## config.mk

```make
export PLATFORM = sky130hd
export DESIGN_NAME = seg_scan_driver
export DESIGN_NICKNAME = d
export VERILOG_FILES = /design/src/rtl/seg_pkg.sv /design/src/rtl/seg_hex_decoder.sv /design/src/rtl/seg_scan_driver.sv
export SDC_FILE = /design/constraint.sdc
export NUM_CORES = 1
export LEC_CHECK = 0
export ABC_AREA = 1
export CORE_UTILIZATION = 55
export CTS_BUF_LIST = sky130_fd_sc_hd__clkbuf_16
export CTS_CLUSTER_DIAMETER = 200
export CTS_CLUSTER_SIZE = 12
export DETAILED_ROUTE_END_ITERATION = 10
export PLACE_DENSITY = 0.79
export SYNTH_ARGS = -nofsm -noshare
export SYNTH_HDL_FRONTEND = slang
export SYNTH_SLANG_ARGS = --single-unit
```

## constraint.sdc

```tcl
create_clock -name clk -period 8.54 [get_ports clk]
set_input_delay 1.708 -clock clk [delete_from_list [all_inputs] [get_ports clk]]
set_output_delay 1.708 -clock clk [all_outputs]
set_load 0.01 [all_outputs]
```

## src/rtl/seg_pkg.sv

```systemverilog
// seg_pkg: shared constants, types and the hex-to-7-segment map used by
// the 8-digit scan driver.
package seg_pkg;

  localparam int SEG_DIGITS = 8;

  // Cathode bit positions within the 8-bit cathode vector
  localparam int SEG_A  = 0;
  localparam int SEG_B  = 1;
  localparam int SEG_C  = 2;
  localparam int SEG_D  = 3;
  localparam int SEG_E  = 4;
  localparam int SEG_F  = 5;
  localparam int SEG_G  = 6;
  localparam int SEG_DP = 7;

  // Eight hex nibbles in [31:0], eight decimal points in [39:32]
  typedef logic [39:0] seg_word_t;

  // Active-high segment pattern, bit order gfedcba
  function automatic logic [6:0] hex7(input logic [3:0] nib);
    logic [6:0] seg;
    case (nib)
      4'h0:    seg = 7'h3F;
      4'h1:    seg = 7'h06;
      4'h2:    seg = 7'h5B;
      4'h3:    seg = 7'h4F;
      4'h4:    seg = 7'h66;
      4'h5:    seg = 7'h6D;
      4'h6:    seg = 7'h7D;
      4'h7:    seg = 7'h07;
      4'h8:    seg = 7'h7F;
      4'h9:    seg = 7'h6F;
      4'hA:    seg = 7'h77;
      4'hB:    seg = 7'h7C;
      4'hC:    seg = 7'h39;
      4'hD:    seg = 7'h5E;
      4'hE:    seg = 7'h79;
      4'hF:    seg = 7'h71;
      default: seg = 7'h00;
    endcase
    return seg;
  endfunction

endpackage

```

## src/rtl/seg_hex_decoder.sv

```systemverilog
// seg_hex_decoder: one digit (nibble + decimal point) to the active-low
// cathode vector of a common-anode display.
module seg_hex_decoder
  import seg_pkg::*;
(
  input  logic [3:0] nibble,
  input  logic       dp,
  output logic [7:0] ca
);

  // Invert the active-high pattern because cathodes sink current when low
  always_comb begin
    ca                = 8'hFF;
    ca[SEG_G:SEG_A]   = ~hex7(nibble);
    ca[SEG_DP]        = ~dp;
  end

endmodule

```

## src/rtl/seg_scan_driver.sv

```systemverilog
// seg_scan_driver: time-multiplexed drive for an 8-digit common-anode
// 7-segment display with frame snapshotting, a blank gap at the start of
// every slot and 8-level brightness PWM.
// Optional build macro SEG_LZ_BLANK_EN enables leading-zero blanking.
module seg_scan_driver
  import seg_pkg::*;
#(
  parameter int P_CLK_HZ  = 50_000_000,
  parameter int P_SCAN_HZ = 1000,
  parameter int P_DIGITS  = 8,
  parameter int P_GAP     = 2
) (
  input  logic        clk,
  input  logic        rst,
  input  logic [39:0] seg_data_i,
  input  logic [2:0]  bright_i,
  output logic [7:0]  seg_an_o,
  output logic [7:0]  seg_ca_o,
  output logic        frame_o
);

  localparam int DIV = P_CLK_HZ / P_SCAN_HZ;
  localparam int TW  = $clog2(DIV + 1);

  generate
    if (DIV < 16) begin : g_bad_div
      $error("seg_scan_driver: DIV must be at least 16");
    end
    if (P_DIGITS != SEG_DIGITS) begin : g_bad_digits
      $error("seg_scan_driver: only 8 digits are supported");
    end
    if ((P_GAP < 2) || (P_GAP >= DIV / 8)) begin : g_bad_gap
      $error("seg_scan_driver: P_GAP must satisfy 2 <= P_GAP < DIV/8");
    end
  endgenerate

  logic [TW-1:0] cnt_r;
  logic [TW-1:0] thresh_r;
  logic [2:0]    idx_r;
  logic [2:0]    bright_q_r;
  seg_word_t     snapshot_r;

  logic          load_s;
  logic          cnt_wrap_s;
  logic [2:0]    bright_src_s;
  logic [TW-1:0] thresh_next_s;
  logic          active_s;
  logic [3:0]    nibble_s;
  logic [7:0]    dp_vec_s;
  logic          digit_blank_s;
  logic [7:0]    dec_ca_s;

  // Slot timing, frame load strobe and the PWM threshold for this frame
  always_comb begin
    load_s        = (cnt_r == {TW{1'b0}}) && (idx_r == 3'd0);
    cnt_wrap_s    = (cnt_r == TW'(DIV - 1));
    // The threshold is computed in the same cycle bright_q is loaded, so
    // take the incoming brightness at a load event.
    bright_src_s  = load_s ? bright_i : bright_q_r;
    thresh_next_s = TW'(((32'({1'b0, bright_src_s}) + 32'd1) * 32'(DIV)) >> 3);
    active_s      = (cnt_r >= TW'(P_GAP)) && (cnt_r < thresh_r);
    nibble_s      = snapshot_r[{idx_r, 2'b00} +: 4];
    dp_vec_s      = snapshot_r[39:32];
  end

`ifdef SEG_LZ_BLANK_EN
  logic [7:0] blank_vec_s;
  logic       lz_run_s;

  // Blank a digit when it and every digit to its left are zero with no dp
  always_comb begin
    blank_vec_s = 8'h00;
    lz_run_s    = 1'b1;
    for (int j = 7; j >= 1; j--) begin
      lz_run_s       = lz_run_s && (snapshot_r[4*j +: 4] == 4'h0) && !dp_vec_s[j];
      blank_vec_s[j] = lz_run_s;
    end
    digit_blank_s = blank_vec_s[idx_r];
  end
`else
  assign digit_blank_s = 1'b0;
`endif

  seg_hex_decoder u_dec (
    .nibble (nibble_s),
    .dp     (dp_vec_s[idx_r]),
    .ca     (dec_ca_s)
  );

  // Slot counter, digit index, frame snapshot and PWM threshold registers
  always_ff @(posedge clk) begin
    if (rst) begin
      cnt_r      <= {TW{1'b0}};
      idx_r      <= 3'd0;
      snapshot_r <= 40'h00_0000_0000;
      bright_q_r <= 3'd0;
      thresh_r   <= {TW{1'b0}};
    end else begin
      if (cnt_wrap_s) begin
        cnt_r <= {TW{1'b0}};
        idx_r <= idx_r + 3'd1;
      end else begin
        cnt_r <= cnt_r + TW'(1);
      end
      if (load_s) begin
        snapshot_r <= seg_data_i;
        bright_q_r <= bright_i;
      end
      if (cnt_r == {TW{1'b0}}) begin
        thresh_r <= thresh_next_s;
      end
    end
  end

  // Registered display drive; the gap at slot start keeps anodes exclusive
  always_ff @(posedge clk) begin
    if (rst) begin
      seg_an_o <= 8'hFF;
      seg_ca_o <= 8'hFF;
      frame_o  <= 1'b0;
    end else begin
      if (active_s && !digit_blank_s) begin
        seg_an_o <= ~(8'd1 << idx_r);
        seg_ca_o <= dec_ca_s;
      end else begin
        seg_an_o <= 8'hFF;
        seg_ca_o <= 8'hFF;
      end
      frame_o <= load_s;
    end
  end

endmodule
```

==> run summary <==
Data arrives at the worst endpoint at 5.77 ns. The initial antenna violation count is 0. The synthesized netlist net count came out at 734. For the worst-skew pair, the clock arrives at the later sink with an insertion delay of 0.34 ns.

At the end of routability-driven placement, the weighted congestion stood at 0.923. For the end-of-flow core utilization, the log shows 0.674. For this design the static power due to leakage is 2.49 nW. The die is 96.4 um wide.

The first routing iteration left 215 violations. The count of nets left with antenna violations once routing finished came out at 0. For the wire length of the first global-routing pass, the log shows 17700 um.

The floorplan has 34 rows. Worst min-delay path class: reg -> reg. The flow ran to the end, and the final reports show no timing, DRC or antenna violations. After detailed routing, the number of vias per cell comes to 5.47.

The post-route standard cell area excluding fillers is 0.00585 mm^2. Setup repair after global routing left no endpoint under its margin. Cell type contributing the most total cell area after synthesis: sky130_fd_sc_hd__dfxtp_1. Entering global routing, the biggest net connects 64 pins. The worst-case IR drop observed on VDD is 128 uV. The tools report the clock sink total as 94. Setup violations remaining at the end of the flow were counted as 0.

For the total congestion overflow, the log shows 0. The synthesized design contains 0 enable-type register cells. Critical path startpoint category: a register. The area added between synthesis and finish is 19.2%, and the number of warnings issued by yosys is 0. The portion of synthesized cell area occupied by the leading cell type is 0.384, and the post-CTS setup-driven buffer insertion count is 0. Port buffering added 61 buffers.

The final net count is 782. Clock tree synthesis selected as its root buffer the cell sky130_fd_sc_hd__clkbuf_16. The register area share after synthesis was 0.384. Averaged over all synthesized cells, the footprint is 7.64 um^2. In this run, post-CTS hold repair placed 0 buffers. By area the synthesized netlist is led by sky130_fd_sc_hd__dfxtp_1, sky130_fd_sc_hd__ha_1, sky130_fd_sc_hd__nand2_1.

Based on the critical path, the design can be clocked at up to 180 MHz. Dividing the detail-routed wire length by the instance count gives 13.7 um. The tools report the deepest level of the CTS H-tree as 3. The launch point of the worst reg-to-reg path was idx_r[0].

The layout has 746 filler cells. The placed wire-length estimate after detailed placement came out at 8070 um. The combined global-route utilization of all metal layers came out at 0.248. After detailed placement, the total cell area comes to 0.00554 mm^2. Gates resized during post-CTS repair numbered 0.

TritonCTS built the clock tree. Summed over all layers, the routed wires come to 11000 um. First element of the critical path: idx_r[0]. The run gives 642 as the synthesized instance count.

In this run the standard cell core region covers 0.00868 mm^2. After synthesis, the netlist uses 38 different library cells. The count of cells in the finished layout, fillers not included, comes to 803. Across the routed clock network, the largest skew measured is 0.00613 ns. The total number of vias is 4395, and the number of top-level pins is 62. For the pin with the worst max-slew slack, the measured transition is 0.855 ns. The number of max-cap violations is 0.

The commonest cells after synthesis are sky130_fd_sc_hd__nand2_1, sky130_fd_sc_hd__dfxtp_1, sky130_fd_sc_hd__a21oi_1. The normalized max-slew margin was 0.429; the clock-pin slew on the worst setup and hold paths was 0.07 ns. The proportion of layout cells with a drive suffix above 1 was 0.0633. The fraction of synthesis flops using an asynchronous set or reset pin was 0; the total area of sequential cells was 0.00188 mm^2. The top flip-flop cell by instance count after synthesis was sky130_fd_sc_hd__dfxtp_1. In this run the vertical extent of the chip is 96.4 um. Buffers inserted during clock tree synthesis total 9. The synthesized design contains 94 register bits. The run gives 5 as the total iterations of the first detailed-routing run. The repair_antennas step left the layout with diodes totalling 0.

For this run, design rule violations remaining after detail routing come to 0. The run gives 0.00491 mm^2 as the combined area of all synthesized cells. The via count of the first global-routing pass was 3917; the number of buffers on the longest clock path was 2. Summing all multi-input logic gate instances after layout gives 0.00261 mm^2. The max-slew violation count is 0, and the final number of hold-violating endpoints is 0. At the worst endpoint, the required time is 8.77 ns.

The time the final worst path needs with I/O delays and setup is 5.54 ns, and the power density over the cells is 213 mW/mm^2. Counting tap cells, the placed design contains a total of 787 instances. The die covers 0.00930 mm^2. The worst hold margin was 0.458 ns; the maximum fanout count along the critical path was 63. The most common cell in the synthesized netlist is sky130_fd_sc_hd__nand2_1. The effective utilization at floorplan is 0.565. Endpoint kind of the worst setup timing path: a register.

The share of the cycle needed by the critical path after routing works out to 0.649. After routing, the total negative slack on setup checks comes to 0 ns. In this run the most critical hold path is launched from snapshot_r[34]. The startpoint-to-endpoint class of the critical path was reg -> reg.
[final timing paths]
check / to / slack [ns] / depth (start not counted)
worst min register to register: snapshot_r[34] / 0.46 / 2
worst max-delay path: thresh_r[15] / 3.00 / 20
worst min-delay path: snapshot_r[34] / 0.46 / 2
worst max register to register: thresh_r[15] / 3.00 / 20
[cell type report]
| class | count | area share |
|---|---|---|
| multi-input cells | 443 | 0.446 |
| inverters | 80 | 0.0513 |
| repair buffers | 62 | 0.106 |
| clock inverters | 7 | 0.0139 |
| well taps | 108 | 0.0231 |
| flip-flops and latches | 94 | 0.322 |
| clock buffers | 9 | 0.0385 |
[registers in the layout, indices dropped and copies added, names as in the netlist]
signal      cells
snapshot_r     40
frame_o         1
seg_an_o        8
seg_ca_o        8
thresh_r       15
bright_q_r      3
cnt_r          16
idx_r           3
[report_power, final]
| group | switching (mW) | total (mW) | internal, mW | leakage, nW |
|---|---|---|---|---|
| Combinational | 0.199 | 0.333 | 0.134 | 1.57 |
| Sequential | 0.0185 | 0.501 | 0.483 | 0.773 |
| Clock | 0.183 | 0.414 | 0.232 | 0.148 |
[cell families after synthesis]
logic type / count (synthesis) / synth area share
AOI/OAI and AO/OA: 163 / 0.179
and+or+nand+nor: 222 / 0.209
adders and majority gates: 47 / 0.121
DFF: 94 / 0.384
xor gates and xnor gates: 10 / 0.0179
buffers and inverters: 105 / 0.0849
muxes: 1 / 0.00459
[per-stage QoR]
stage	worst slack, ns	power, mW
after floorplan	4.00	0.739
after global placement	3.33	0.820
after detailed placement	3.07	0.834
after CTS	3.06	1.25
after global routing	2.38	1.31
final	3.00	1.25
[worst max-delay path: stages (launching register included)]
cell and delay, ns:
sky130_fd_sc_hd__dfxtp_1 0.88, sky130_fd_sc_hd__inv_1 0.45, sky130_fd_sc_hd__ha_1 0.35, sky130_fd_sc_hd__inv_1 0.05
sky130_fd_sc_hd__nor2_1 0.10, sky130_fd_sc_hd__nand3_4 0.51, sky130_fd_sc_hd__nand2_1 0.13, sky130_fd_sc_hd__nand2_2 0.23
sky130_fd_sc_hd__inv_1 0.07, sky130_fd_sc_hd__ha_1 0.21, sky130_fd_sc_hd__xnor2_1 0.44, sky130_fd_sc_hd__ha_1 0.33
sky130_fd_sc_hd__ha_1 0.35, sky130_fd_sc_hd__ha_1 0.39, sky130_fd_sc_hd__a21oi_1 0.25, sky130_fd_sc_hd__o21ai_0 0.14
sky130_fd_sc_hd__nand2_1 0.09, sky130_fd_sc_hd__o211ai_1 0.11, sky130_fd_sc_hd__xor2_1 0.15, sky130_fd_sc_hd__o21ai_0 0.14
sky130_fd_sc_hd__inv_1 0.05
[per-layer routing]
metal,GRT usage,part of all wire,up-vias
met1,0.331,0.47,2023
met5,0,0,-
met2,0.406,0.46,142
met3,0.0336,0.058,15
li1,-,-,2215
met4,0.0993,0.014,0
[placed cells by master, fill, tap and decap left out, types with 2 or more instances in the layout]
master,netlist,final
sky130_fd_sc_hd__inv_2,5,5
sky130_fd_sc_hd__o21ai_0,53,53
sky130_fd_sc_hd__o21ai_1,4,4
sky130_fd_sc_hd__nand3_1,22,22
sky130_fd_sc_hd__nor2_1,32,32
sky130_fd_sc_hd__nor4_1,3,3
sky130_fd_sc_hd__nor3b_1,2,2
sky130_fd_sc_hd__or2_2,2,2
sky130_fd_sc_hd__nor2_2,4,4
sky130_fd_sc_hd__nand2_2,4,4
sky130_fd_sc_hd__o21a_1,4,4
sky130_fd_sc_hd__xor2_1,7,7
sky130_fd_sc_hd__ha_1,46,46
sky130_fd_sc_hd__clkbuf_16,0,9
sky130_fd_sc_hd__inv_8,0,2
sky130_fd_sc_hd__o211ai_1,12,12
sky130_fd_sc_hd__inv_1,73,73
sky130_fd_sc_hd__nor2_4,6,6
sky130_fd_sc_hd__clkdlybuf4s50_1,0,61
sky130_fd_sc_hd__clkinv_1,2,3
sky130_fd_sc_hd__xnor2_1,3,3
sky130_fd_sc_hd__nor3_1,7,7
sky130_fd_sc_hd__dfxtp_1,94,94
sky130_fd_sc_hd__nand4_1,9,9
sky130_fd_sc_hd__a21oi_1,84,84
sky130_fd_sc_hd__nand2_1,127,127
No activity file was read; power rests on OpenSTA's default activity.
